--- config.mk ---
export PLATFORM = sky130hd
export DESIGN_NAME = fir_chan_sched
export DESIGN_NICKNAME = d
export VERILOG_FILES = /design/src/rtl/fir_sched_pkg.sv /design/src/rtl/fir_rr_arb.sv /design/src/rtl/fir_chan_sched.sv
export SDC_FILE = /design/constraint.sdc
export NUM_CORES = 1
export LEC_CHECK = 0
export ABC_CLOCK_PERIOD_IN_PS = 8400
export BUFFER_PORTS_ARGS = -buffer_cell sky130_fd_sc_hd__buf_2
export CORE_ASPECT_RATIO = 1.75
export CORE_MARGIN = 1
export CORE_UTILIZATION = 68
export CTS_BUF_LIST = sky130_fd_sc_hd__clkbuf_8
export DETAILED_ROUTE_END_ITERATION = 10
export GPL_ROUTABILITY_DRIVEN = 0
export PLACE_DENSITY = 0.88
export REMOVE_ABC_BUFFERS = 1
export SYNTH_ARGS = -nofsm -noshare
export SYNTH_HDL_FRONTEND = slang
export SYNTH_SLANG_ARGS = --single-unit
--- constraint.sdc ---
create_clock -name clk -period 8.4 [get_ports clk]
set_clock_uncertainty 0.15 [all_clocks]
set_input_delay 0.84 -clock clk [delete_from_list [all_inputs] [get_ports clk]]
set_output_delay 0.84 -clock clk [all_outputs]
set_load 0.02 [all_outputs]
--- src/rtl/fir_sched_pkg.sv ---
// Shared state encoding and default sizing for the multi-channel FIR scheduler.
package fir_sched_pkg;
   localparam int bW     = 8;
   localparam int hC     = 5;
   localparam int hClog2 = 3;
   localparam int nCh    = 4;
   localparam int shift  = 3;

   typedef enum logic [1:0] {IDLE, ACC, OUT} state_e;
endpackage

--- src/rtl/fir_rr_arb.sv ---
// Combinational round-robin arbiter; priority starts at the channel after last.
module fir_rr_arb #(
   parameter  int nCh = fir_sched_pkg::nCh,
   localparam int LW  = $clog2(nCh)
) (
   input  logic [nCh-1:0] req,
   input  logic [LW-1:0]  last,
   input  logic           en,
   output logic [nCh-1:0] gnt,
   output logic [LW-1:0]  gnt_idx,
   output logic           gnt_vld
);
   logic [LW-1:0] cand;

   // Scan from farthest to nearest so the closest requester after last wins.
   always_comb begin
      gnt     = '0;
      gnt_idx = '0;
      gnt_vld = 1'b0;
      cand    = '0;
      for (int i = nCh; i >= 1; i--) begin
         cand = last + LW'(i);
         if (en && req[cand]) begin
            gnt       = '0;
            gnt[cand] = 1'b1;
            gnt_idx   = cand;
            gnt_vld   = 1'b1;
         end
      end
   end
endmodule

--- src/rtl/fir_chan_sched.sv ---
// Shares one sequential moving-sum FIR datapath among nCh round-robin requesters.
// state | meaning
// IDLE  | waiting for any in_valid; grant and accept in the same cycle
// ACC   | summing hist[cur][idx], one tap per cycle
// OUT   | holding result until out_ready
module fir_chan_sched #(
   parameter  int bW     = fir_sched_pkg::bW,
   parameter  int hC     = fir_sched_pkg::hC,
   parameter  int hClog2 = fir_sched_pkg::hClog2,
   parameter  int nCh    = fir_sched_pkg::nCh,
   parameter  int shift  = fir_sched_pkg::shift,
   localparam int CW     = $clog2(nCh),
   localparam int IW     = $clog2(hC),
   localparam int AW     = bW + hClog2
) (
   input  logic              clk,
   input  logic              rst,
   input  logic [nCh-1:0]    in_valid,
   input  logic [nCh*bW-1:0] in_data,
   output logic [nCh-1:0]    in_ready,
   output logic              out_valid,
   output logic [bW-1:0]     out_data,
   output logic [CW-1:0]     out_chan,
   input  logic              out_ready,
   output logic              busy
);
   import fir_sched_pkg::*;

   state_e        state_q, state_d;
   logic [bW-1:0] hist_q [nCh][hC];
   logic [bW-1:0] hist_d [nCh][hC];
   logic [AW-1:0] acc_q, acc_d, sum;
   logic [IW-1:0] idx_q, idx_d;
   logic [CW-1:0] cur_q, cur_d, last_q, last_d;
   logic          out_valid_q, out_valid_d, busy_q, busy_d;
   logic [bW-1:0] out_data_q, out_data_d;
   logic [CW-1:0] out_chan_q, out_chan_d;
   logic [CW-1:0] gnt_idx;
   logic          gnt_vld;

   fir_rr_arb #(.nCh(nCh)) u_arb (
      .req     (in_valid),
      .last    (last_q),
      .en      (state_q == IDLE),
      .gnt     (in_ready),
      .gnt_idx (gnt_idx),
      .gnt_vld (gnt_vld)
   );

   assign sum = acc_q + AW'(hist_q[cur_q][idx_q]);

   always_comb begin
      state_d     = state_q;
      hist_d      = hist_q;
      acc_d       = acc_q;
      idx_d       = idx_q;
      cur_d       = cur_q;
      last_d      = last_q;
      out_valid_d = out_valid_q;
      out_data_d  = out_data_q;
      out_chan_d  = out_chan_q;
      case (state_q)
         IDLE: begin
            if (gnt_vld) begin
               for (int k = hC - 1; k >= 1; k--) hist_d[gnt_idx][k] = hist_q[gnt_idx][k-1];
               hist_d[gnt_idx][0] = in_data[gnt_idx*bW +: bW];
               acc_d   = '0;
               idx_d   = '0;
               cur_d   = gnt_idx;
               last_d  = gnt_idx;
               state_d = ACC;
            end
         end
         ACC: begin
            acc_d = sum;
            idx_d = idx_q + IW'(1);
            // The final tap's sum goes straight into the output register.
            if (idx_q == IW'(hC - 1)) begin
               state_d     = OUT;
               out_valid_d = 1'b1;
               out_data_d  = bW'(sum >> shift);
               out_chan_d  = cur_q;
            end
         end
         OUT: begin
            if (out_ready) begin
               state_d     = IDLE;
               out_valid_d = 1'b0;
            end
         end
         default: state_d = IDLE;
      endcase
      busy_d = (state_d != IDLE);
   end

   always_ff @(posedge clk) begin
      if (rst) begin
         state_q     <= IDLE;
         hist_q      <= '{default: '0};
         acc_q       <= '0;
         idx_q       <= '0;
         cur_q       <= '0;
         last_q      <= CW'(nCh - 1);
         out_valid_q <= 1'b0;
         out_data_q  <= '0;
         out_chan_q  <= '0;
         busy_q      <= 1'b0;
      end else begin
         state_q     <= state_d;
         hist_q      <= hist_d;
         acc_q       <= acc_d;
         idx_q       <= idx_d;
         cur_q       <= cur_d;
         last_q      <= last_d;
         out_valid_q <= out_valid_d;
         out_data_q  <= out_data_d;
         out_chan_q  <= out_chan_d;
         busy_q      <= busy_d;
      end
   end

   assign out_valid = out_valid_q;
   assign out_data  = out_data_q;
   assign out_chan  = out_chan_q;
   assign busy      = busy_q;
endmodule
==> results.py, run 1 <==
metrics = {
    "clock_tree": {
        "cts.sinks": 192,
        "cts_root_buf": "clkbuf_8",
        "h-tree-depth": 4,
        "clk_latency_ps": 450,
        "cts_hold_buffers": 0,
        "cts_resized": 0,
        "cts_buffers": 17,
        "cts.path.max_buffers": 2,
        "post_cts_buffers": 0,
        "cts_tree": "built",
        "clk_pin_slew_ps": 100,
    },
    "global_route": {
        "overflow": 0,
        "antenna_found_initial": 0,
        "grtUsageTotal_pct": 28.9,
        "grt_max_degree": 106,
        "grt_pass1_vias": 6560,
        "grt_pass1_wl_um": 30600,
    },
    "detailed_routing": {
        "ant_nets": 0,
        "post-route-drc-count": 0,
        "drt_iter0_drc": 367,
        "avgRoutedWirePerCell_um": 17.6,
        "wl_um": 18300,
        "dr.pass1.iters": 5,
        "viasPerCell": 6.16,
        "num_vias": 6425,
    },
    "synth": {
        "postSynthAreaPerCell_um2": 10.8,
        "synth_cells": 835,
        "synth_edf_count": 0,
        "yosysSeqAreaShare_pct": 42.7,
        "synth-async-reset-ratio_pct": 0,
        "ys.flop_type": "dfxtp_1",
        "mappedNetlistArea_um2": 8990,
        "synth.distinct_cells": 53,
        "ys_ff_latch": 192,
        "synth_warnings": 0,
    },
    "timing": {
        "setup_viol": 0,
        "period_minus_slack_ps": 4470,
        "slew_viol_final": 0,
        "rsz0062_at_grt": "false",
        "hold_viol_final": 0,
        "fmax_ghz": 0.224,
        "fin_setup_tns_ps": 0,
        "relSlewSlack_pct": 17.1,
        "tightestPinTransition_ps": 1240,
        "period_share_pct": 53.2,
    },
    "power_and_ir_drop": {
        "power_frac_clock_pct": 30.5,
        "power_switching_share_pct": 28.4,
        "pwr_density_cell_nw_per_um2": 198,
        "p_switching_mw": 0.535,
        "ir_worst_vdd_uv": 160,
        "power_frac_seq_pct": 51.1,
        "power.internal_mw": 1.35,
        "finalPower_mw": 1.88,
        "p_leak_nw": 4.13,
        "pwr-share-comb_pct": 18.4,
    },
    "run_status": {
        "outcome": "completed",
    },
    "hold_path": {
        "worstHoldStart": "out_chan[1]",
        "hp-class": "register to register",
        "holdPathEnd": "out_chan[1]",
        "min_path_cells": 2,
    },
    "setup_path": {
        "cp_data_arrival_time_ps": 3480,
        "reg2reg_slack_ps": 4090,
        "cp_max_fo": 14,
        "required_ps": 7410,
        "crit_type": "register to output pin",
        "r2r_start": "cur_q[0]",
        "end_kind": "output pin",
        "startpoint_type": "register",
        "reg2reg_depth": 12,
        "timing.rr.end": "out_data[4]",
    },
    "die": {
        "core-area_um2": 12900,
        "die_x_um": 88.9,
        "io_pins": 55,
        "fp-row-count": 55,
        "start_util_pct": 69.5,
        "die_h_um": 154,
        "die_area_um2": 13700,
    },
    "placement": {
        "hpwl_um": 12000,
        "portBuffers": 54,
    },
    "finish": {
        "diodes": 0,
        "nets": 913,
        "final_layout_size_suffix_gt1_share_pct": 17.9,
        "area_growth_pct": 6.03,
    },
    "run": {
        "drv_cap": 0,
    },
}
worst max-delay path, stage by stage, from the launching register on:
cell      delay, ps
dfxtp_1         760
inv_1           150
ha_1            510
mux4_2          380
nand2b_2        230
nor4_1          580
nand2_1         110
o21ai_0         100
buf_2           190
power groups by stage:
| stage | Sequential [mW] | Combinational [mW] | Clock [mW] |
|---|---|---|---|
| floorplan | 0.989 | 0.254 | 0 |
| global placement | 0.983 | 0.332 | 0 |
| detailed placement | 0.985 | 0.344 | 0 |
| CTS | 0.964 | 0.346 | 0.583 |
| global route | 0.968 | 0.371 | 0.623 |
| finish | 0.963 | 0.346 | 0.574 |
layout make-up:
class,instances,area [um^2]
fillers,910,3400
multi-input cells,559,4660
well taps,171,214
clock buffers,20,275
inverters,28,105
flip-flops and latches,192,3850
repair buffers,61,325
clock inverters,12,106
metrics by stage:
step | worst slack [ps] | utilization [%] | instance area (um^2) | hold WS (ps) | cells
after global placement | 4210 | 70.7 | 9150 | 296 | 1011
after global routing | 3580 | 73.7 | 9530 | 352 | 1043
after CTS | 3920 | 73.7 | 9530 | 308 | 1043
final | 3930 | 73.7 | 9530 | 307 | 1043
after detailed placement | 4110 | 70.7 | 9150 | 294 | 1011
after floorplan | 3590 | - | 8610 | 305 | 779
sequential cells by signal, summed over array words and instances (netlist names):
signal / flops
acc_q: 11
busy: 1
cur_q: 2
hist_q: 160
idx_q: 3
last_q: 2
out_chan: 2
out_data: 8
out_valid: 1
state_q: 2
how the worst max path moves through the flow:
stage,startpoint,endpoint,slack (ps),cells after the start
after detailed placement,cur_q[0],acc_q[10],4110,13
after CTS,last_q[0],in_ready[2],3920,8
after floorplan,cur_q[0],out_data[4],3590,11
after global placement,cur_q[0],out_data[7],4210,13
after global routing,last_q[0],in_ready[0],3580,8
final,last_q[0],in_ready[1],3930,8
logic make-up after synthesis:
logic type	Yosys count	synth area share, %
buffers and inverters	84	5.43
AOI/OAI and AO/OA	84	6.78
adders and majority gates	15	2.17
DFF	192	42.7
muxes	214	31.2
xor gates and xnor gates	7	0.682
and+or+nand+nor	239	11.0
layer usage:
layer	GRT usage [%]	vias up	wire [um]
li1	-	3010	-
met1	33.0	3192	7090
met2	51.3	180	10100
met3	5.96	43	751
met4	11.3	0	411
met5	0	-	0
cells in the final DEF (no fill, tap or decap), types with 7 or more instances in the layout:
| cell type | Yosys | routed |
|---|---|---|
| dfxtp_1 | 192 | 190 |
| nor2_1 | 177 | 177 |
| mux2i_1 | 161 | 161 |
| mux4_2 | 53 | 53 |
| buf_2 | 5 | 53 |
| inv_1 | 25 | 27 |
| nand2_1 | 27 | 27 |
| a21oi_1 | 21 | 21 |
| clkbuf_8 | 0 | 20 |
| o21ai_0 | 15 | 15 |
| ha_1 | 14 | 14 |
| nand3_1 | 10 | 10 |
| o22ai_1 | 8 | 8 |
| a21o_1 | 8 | 8 |
| buf_4 | 1 | 8 |
| a22oi_1 | 7 | 7 |
Yosys cell counts (2+ instances only):
library cell | count | area, um^2
buf_6 | 13 | 146
or4_1 | 3 | 22.5
nor3_1 | 2 | 10.0
and3_1 | 4 | 25.0
buf_2 | 5 | 25.0
nor2b_1 | 3 | 18.8
buf_12 | 4 | 80.1
o21ai_0 | 15 | 75.1
nand3_1 | 10 | 50.1
o21a_1 | 2 | 15.0
nand2b_1 | 2 | 12.5
o22ai_1 | 8 | 50.1
nand3b_1 | 2 | 15.0
or3_1 | 2 | 12.5
xor2_1 | 4 | 35.0
a31oi_1 | 2 | 12.5
a22oi_1 | 7 | 52.6
o211ai_4 | 2 | 42.5
xnor2_1 | 3 | 26.3
dfxtp_1 | 192 | 3840
inv_1 | 25 | 93.8
mux4_2 | 53 | 1190
clkinv_1 | 2 | 7.51
nor2_1 | 177 | 664
a221o_1 | 4 | 40.0
a21oi_1 | 21 | 105
clkbuf_1 | 30 | 113
nand4_1 | 3 | 18.8
o21bai_1 | 2 | 15.0
buf_1 | 3 | 11.3
a21o_1 | 8 | 60.1
nand2_1 | 27 | 101
ha_1 | 14 | 175
o211ai_1 | 2 | 15.0
mux2i_1 | 161 | 1610
(Power assumes the default switching activity.)
==> run 2: changes to the inputs <==
ABC_CLOCK_PERIOD_IN_PS = 3730   (was 8400)
CORE_UTILIZATION = 57   (was 68)
PLACE_DENSITY = 0.78   (was 0.88)
clock period = 3.73 ns   (was 8.4 ns; I/O delays follow)
==> results.py, run 2 (same netlist as run 1, synthesis figures left out) <==
metrics = {
    "setup_path": {
        "worstPathCellList": "buf_4 > mux4_2 > mux4_2 > inv_1 > o22ai_1 > ha_1 > a21o_1 > a21o_1 > a2111o_1 > a2111oi_0 > nand3b_1",
        "cp_data_arrival_time_ps": 3840,
        "crit_type": "register to register",
        "cp_max_fo": 6,
        "timing.rr.end": "out_data[6]",
        "reg2reg_slack_ps": 140,
        "r2r_start": "cur_q[0]",
        "slowest_stage": "mux4_2",
        "end_kind": "register",
        "reg2reg_depth": 11,
        "required_ps": 3980,
        "cp_num_cells": 11,
        "path_delay_family": "compound AO/OA/AOI/OAI gates",
        "worstSetupStartpoint": "cur_q[0]",
        "crit_path_end": "out_data[6]",
        "path_buf_inv": 2,
        "startpoint_type": "register",
        "slowest_delay_ps": 520,
    },
    "timing": {
        "period_minus_slack_ps": 3590,
        "period_share_pct": 96.2,
        "hold-worst-slack_ps": 15.8,
        "fmax_ghz": 0.279,
        "rsz0062_at_grt": "false",
        "tightestPinTransition_ps": 665,
        "setup_viol": 0,
        "hold_viol_final": 0,
        "worst_slack_ps": 141,
        "slew_viol_final": 0,
        "relSlewSlack_pct": 55.6,
    },
    "hold_path": {
        "hp-class": "input port to register",
    },
    "power_and_ir_drop": {
        "p_leak_nw": 4.39,
        "ir_worst_vdd_uv": 289,
        "pwr_density_cell_nw_per_um2": 441,
    },
    "run": {
        "drv_cap": 0,
    },
    "clock_tree": {
        "h-tree-depth": 4,
        "cts_tree": "built",
        "cts_root_buf": "clkbuf_8",
        "cts.path.max_buffers": 2,
        "clk_latency_ps": 460,
        "cts_buffers": 17,
        "cts.sinks": 192,
        "clk_pin_slew_ps": 100,
    },
    "detailed_routing": {
        "viasPerCell": 5.80,
        "num_vias": 6402,
        "drt_iter0_drc": 344,
        "wl_um": 18700,
        "dr.pass1.iters": 5,
        "ant_nets": 0,
        "post-route-drc-count": 0,
        "avgRoutedWirePerCell_um": 17.0,
    },
    "finish": {
        "regMostFlops": "hist_q",
        "diodes": 0,
        "final_layout_size_suffix_gt1_share_pct": 19.3,
        "area_growth_pct": 12.9,
        "final_util_pct": 66.0,
        "nets": 958,
        "final_common_cell": "dfxtp_1",
        "largest_reg_flops": 160,
        "final_cell_mix": "190 x dfxtp_1, 177 x nor2_1, 161 x mux2i_1",
    },
    "run_status": {
        "outcome": "completed",
    },
    "global_route": {
        "antenna_found_initial": 0,
        "overflow": 0,
        "grt_max_degree": 113,
        "grt_pass1_wl_um": 31000,
        "grtUsageTotal_pct": 23.4,
        "grt_pass1_vias": 6441,
    },
    "die": {
        "fp-row-count": 60,
        "die_x_um": 96.9,
        "io_pins": 55,
        "die_h_um": 168,
        "die_area_um2": 16300,
        "core-area_um2": 15400,
        "start_util_pct": 58.4,
    },
    "placement": {
        "hpwl_um": 12000,
        "pre_cts_slack_ps": 118,
        "portBuffers": 54,
    },
}
[run 2: tightest hold or removal path, stage by stage]
cell	delay (ps)
buf_2	80
mux2i_1	50
nor2_1	90
[run 2: power breakdown]
| part | switching [mW] | internal, mW |
|---|---|---|
| logic | 0.461 | 0.409 |
| registers | 0.0529 | 2.11 |
| clock network | 0.799 | 0.652 |
| total | 1.31 | 3.17 |
[run 2: per-layer routing]
| layer | global-route usage, % | routed length [um] |
|---|---|---|
| met5 | 0 | 0 |
| met4 | 8.70 | 483 |
| met3 | 4.11 | 776 |
| met2 | 45.1 | 10300 |
| met1 | 25.0 | 7160 |
[run 2: metrics by stage]
stage                     setup TNS, ps  area (um^2)  instances  power, mW
final                                 0        10100       1103       4.48
after CTS                             0        10100       1101       4.50
after global routing                  0        10100       1103       4.65
after floorplan                  -40560         8610        779       2.80
after detailed placement              0         9370       1040       3.04
after global placement                0         9370       1040       3.02
[run 2: worst min path at each step]
stage	startpoint	endpoint	slack, ps	depth (start not counted)
5_1_grt	in_data[23]	hist_q[79]	20	3
3_3_place_gp	out_data[0]	out_data[0]	290	2
2_1_floorplan	rst	busy	290	1
6_report	in_data[23]	hist_q[79]	20	3
3_5_place_dp	out_chan[0]	out_chan[0]	300	2
4_1_cts	in_data[23]	hist_q[79]	8	3
[run 2: cell type report]
cell class	instances	area, um^2
Clock buffer	18	248
Timing Repair Buffer	106	845
Multi-Input combinational cell	559	4670
Sequential cell	192	3850
Inverter	28	105
Fill cell	1158	5240
Clock inverter	14	194
Tap cell	186	233
[run 2: repair_timing]
action                                  in CTS  in global routing
resized for setup                            0                  5
hold buffers                                29                  0
endpoints found under the hold margin       29                  0
endpoints found under the setup margin       0                 10
setup buffers                                0                  1
==> run 3: changes to the inputs <==
REMOVE_ABC_BUFFERS = unset   (was 1)
==> results.py, run 3 (same netlist as run 1, synthesis figures left out) <==
metrics = {
    "run_status": {
        "outcome": "completed",
    },
    "hold_path": {
        "hp-class": "input port to register",
    },
    "placement": {
        "dpl_cell_area_um2": 9390,
        "dp.cells": 1043,
        "portBuffers": 54,
        "hpwl_um": 13100,
    },
    "detailed_routing": {
        "ant_nets": 0,
        "wl_met1_um": 7590,
        "drt_iter0_drc": 318,
        "dr.pass1.iters": 5,
        "viasPerCell": 5.82,
        "num_vias": 6456,
        "wl_um": 19500,
        "top_layer_used": "met4",
        "avgRoutedWirePerCell_um": 17.6,
        "post-route-drc-count": 0,
        "wl_met3_um": 637,
        "wl_met2_um": 10600,
    },
    "finish": {
        "final_util_pct": 65.9,
        "diodes": 0,
        "final_cell_mix": "190 x dfxtp_1, 177 x nor2_1, 161 x mux2i_1",
        "area_growth_pct": 12.8,
        "regMostFlops": "hist_q",
        "final_layout_size_suffix_gt1_share_pct": 19.4,
        "design_area_um2": 10100,
        "largest_reg_flops": 160,
        "n_fill_cell": 1224,
        "nets": 965,
        "final_common_cell": "dfxtp_1",
        "layout.cells.non_filler": 1110,
    },
    "power_and_ir_drop": {
        "ir_worst_vdd_uv": 368,
        "p_leak_nw": 4.39,
        "finalPower_mw": 4.36,
        "pwr_density_cell_nw_per_um2": 430,
    },
    "die": {
        "start_util_pct": 58.4,
        "io_pins": 55,
        "die_h_um": 168,
        "fp-row-count": 60,
        "die_x_um": 96.9,
        "die_area_um2": 16300,
        "core-area_um2": 15400,
    },
    "setup_path": {
        "crit_type": "register to register",
        "slowest_delay_ps": 500,
        "end_kind": "register",
        "worstPathCellList": "buf_12 > mux4_2 > mux4_2 > inv_1 > o22ai_1 > ha_1 > a21o_1 > a21o_1 > a2111o_1 > a21oi_1 > or4_1 > nand3_1",
        "required_ps": 3940,
        "startpoint_type": "register",
        "slowest_stage": "mux4_2",
        "cp_max_fo": 4,
        "cp_data_arrival_time_ps": 3810,
        "reg2reg_slack_ps": 120,
    },
    "timing": {
        "period_minus_slack_ps": 3610,
        "rsz0062_at_grt": "false",
        "fmax_ghz": 0.277,
        "relSlewSlack_pct": 29.3,
        "hold_viol_final": 0,
        "slew_viol_final": 0,
        "tightestPinTransition_ps": 1060,
        "period_share_pct": 96.7,
        "fin_setup_tns_ps": 0,
        "setup_viol": 0,
    },
    "clock_tree": {
        "cts.path.max_buffers": 2,
        "cts.sinks": 192,
        "h-tree-depth": 4,
        "cts_tree": "built",
        "cts_root_buf": "clkbuf_8",
        "clk_latency_ps": 470,
        "clk_pin_slew_ps": 100,
        "cts_buffers": 17,
    },
    "global_route": {
        "antenna_found_initial": 0,
        "grt_pass1_wl_um": 32100,
        "grtUsageTotal_pct": 24.8,
        "grt_pass1_vias": 6614,
        "grt_max_degree": 103,
        "overflow": 0,
    },
    "synth": {
        "synth_nets": 889,
    },
    "run": {
        "drv_cap": 0,
    },
}
## run 3: cell types whose count changed in the layout (fill, tap and decap cells not counted), sizes merged
cell         change
buf              +4
dlygate4sd3      +4
inv              +3
bufinv           -2
clkbuf           -2
## run 3: repair_timing
action | CTS | global route
resized for setup | 0 | 4
setup buffers | 0 | 2
hold buffers | 32 | 1
hold endpoints to repair | 39 | 1
setup endpoints to repair | 0 | 11
## run 3: metal layers
layer  vias to the layer above  track usage [%]
met3                        41             4.52
met4                         0             11.6
li1                       3120                -
met5                         -                0
met2                       133             47.0
met1                      3162             25.9
## run 3: final timing paths
check | from | to | cells after the start
worst min register to register | out_data[1] | out_data[1] | 2
worst max-delay path | cur_q[0] | acc_q[7] | 12
worst min-delay path | out_ready | state_q[1] | 4
worst max register to register | cur_q[0] | acc_q[7] | 12
## run 3: report_power, final
| group | leakage, nW | switching [mW] | total, mW | internal [mW] |
|---|---|---|---|---|
| combinational | 2.64 | 0.456 | 0.876 | 0.420 |
| clock | 0.196 | 0.811 | 1.31 | 0.498 |
| sequential | 1.55 | 0.0673 | 2.17 | 2.11 |
## run 3: critical path, delay by kind of cell, from the launching register on
kind | cells | cell delay (ps)
AO/OA/AOI/OAI | 5 | 1230
adder cells (fa/ha/maj) | 1 | 300
buffers and inverters | 2 | 190
flip-flops | 1 | 400
multiplexers | 2 | 980
AND/OR/NAND/NOR | 2 | 240
## run 3: cell type report
cell class / instances / area, um^2 / share of cell area [%]
Clock buffer: 17 / 234 / 2.31
Clock inverter: 15 / 150 / 1.48
Timing Repair Buffer: 113 / 902 / 8.89
Sequential cell: 192 / 3850 / 37.9
Tap cell: 186 / 233 / 2.29
Inverter: 28 / 105 / 1.04
Multi-Input combinational cell: 559 / 4670 / 46.1
## run 3: metrics by stage
step                      worst slack, ps  hold WS (ps)
after floorplan                      57.1           305
after global placement                144           292
after detailed placement             68.4           303
after CTS                            52.5          3.06
after global routing                 17.3          76.1
final                                 124          48.2
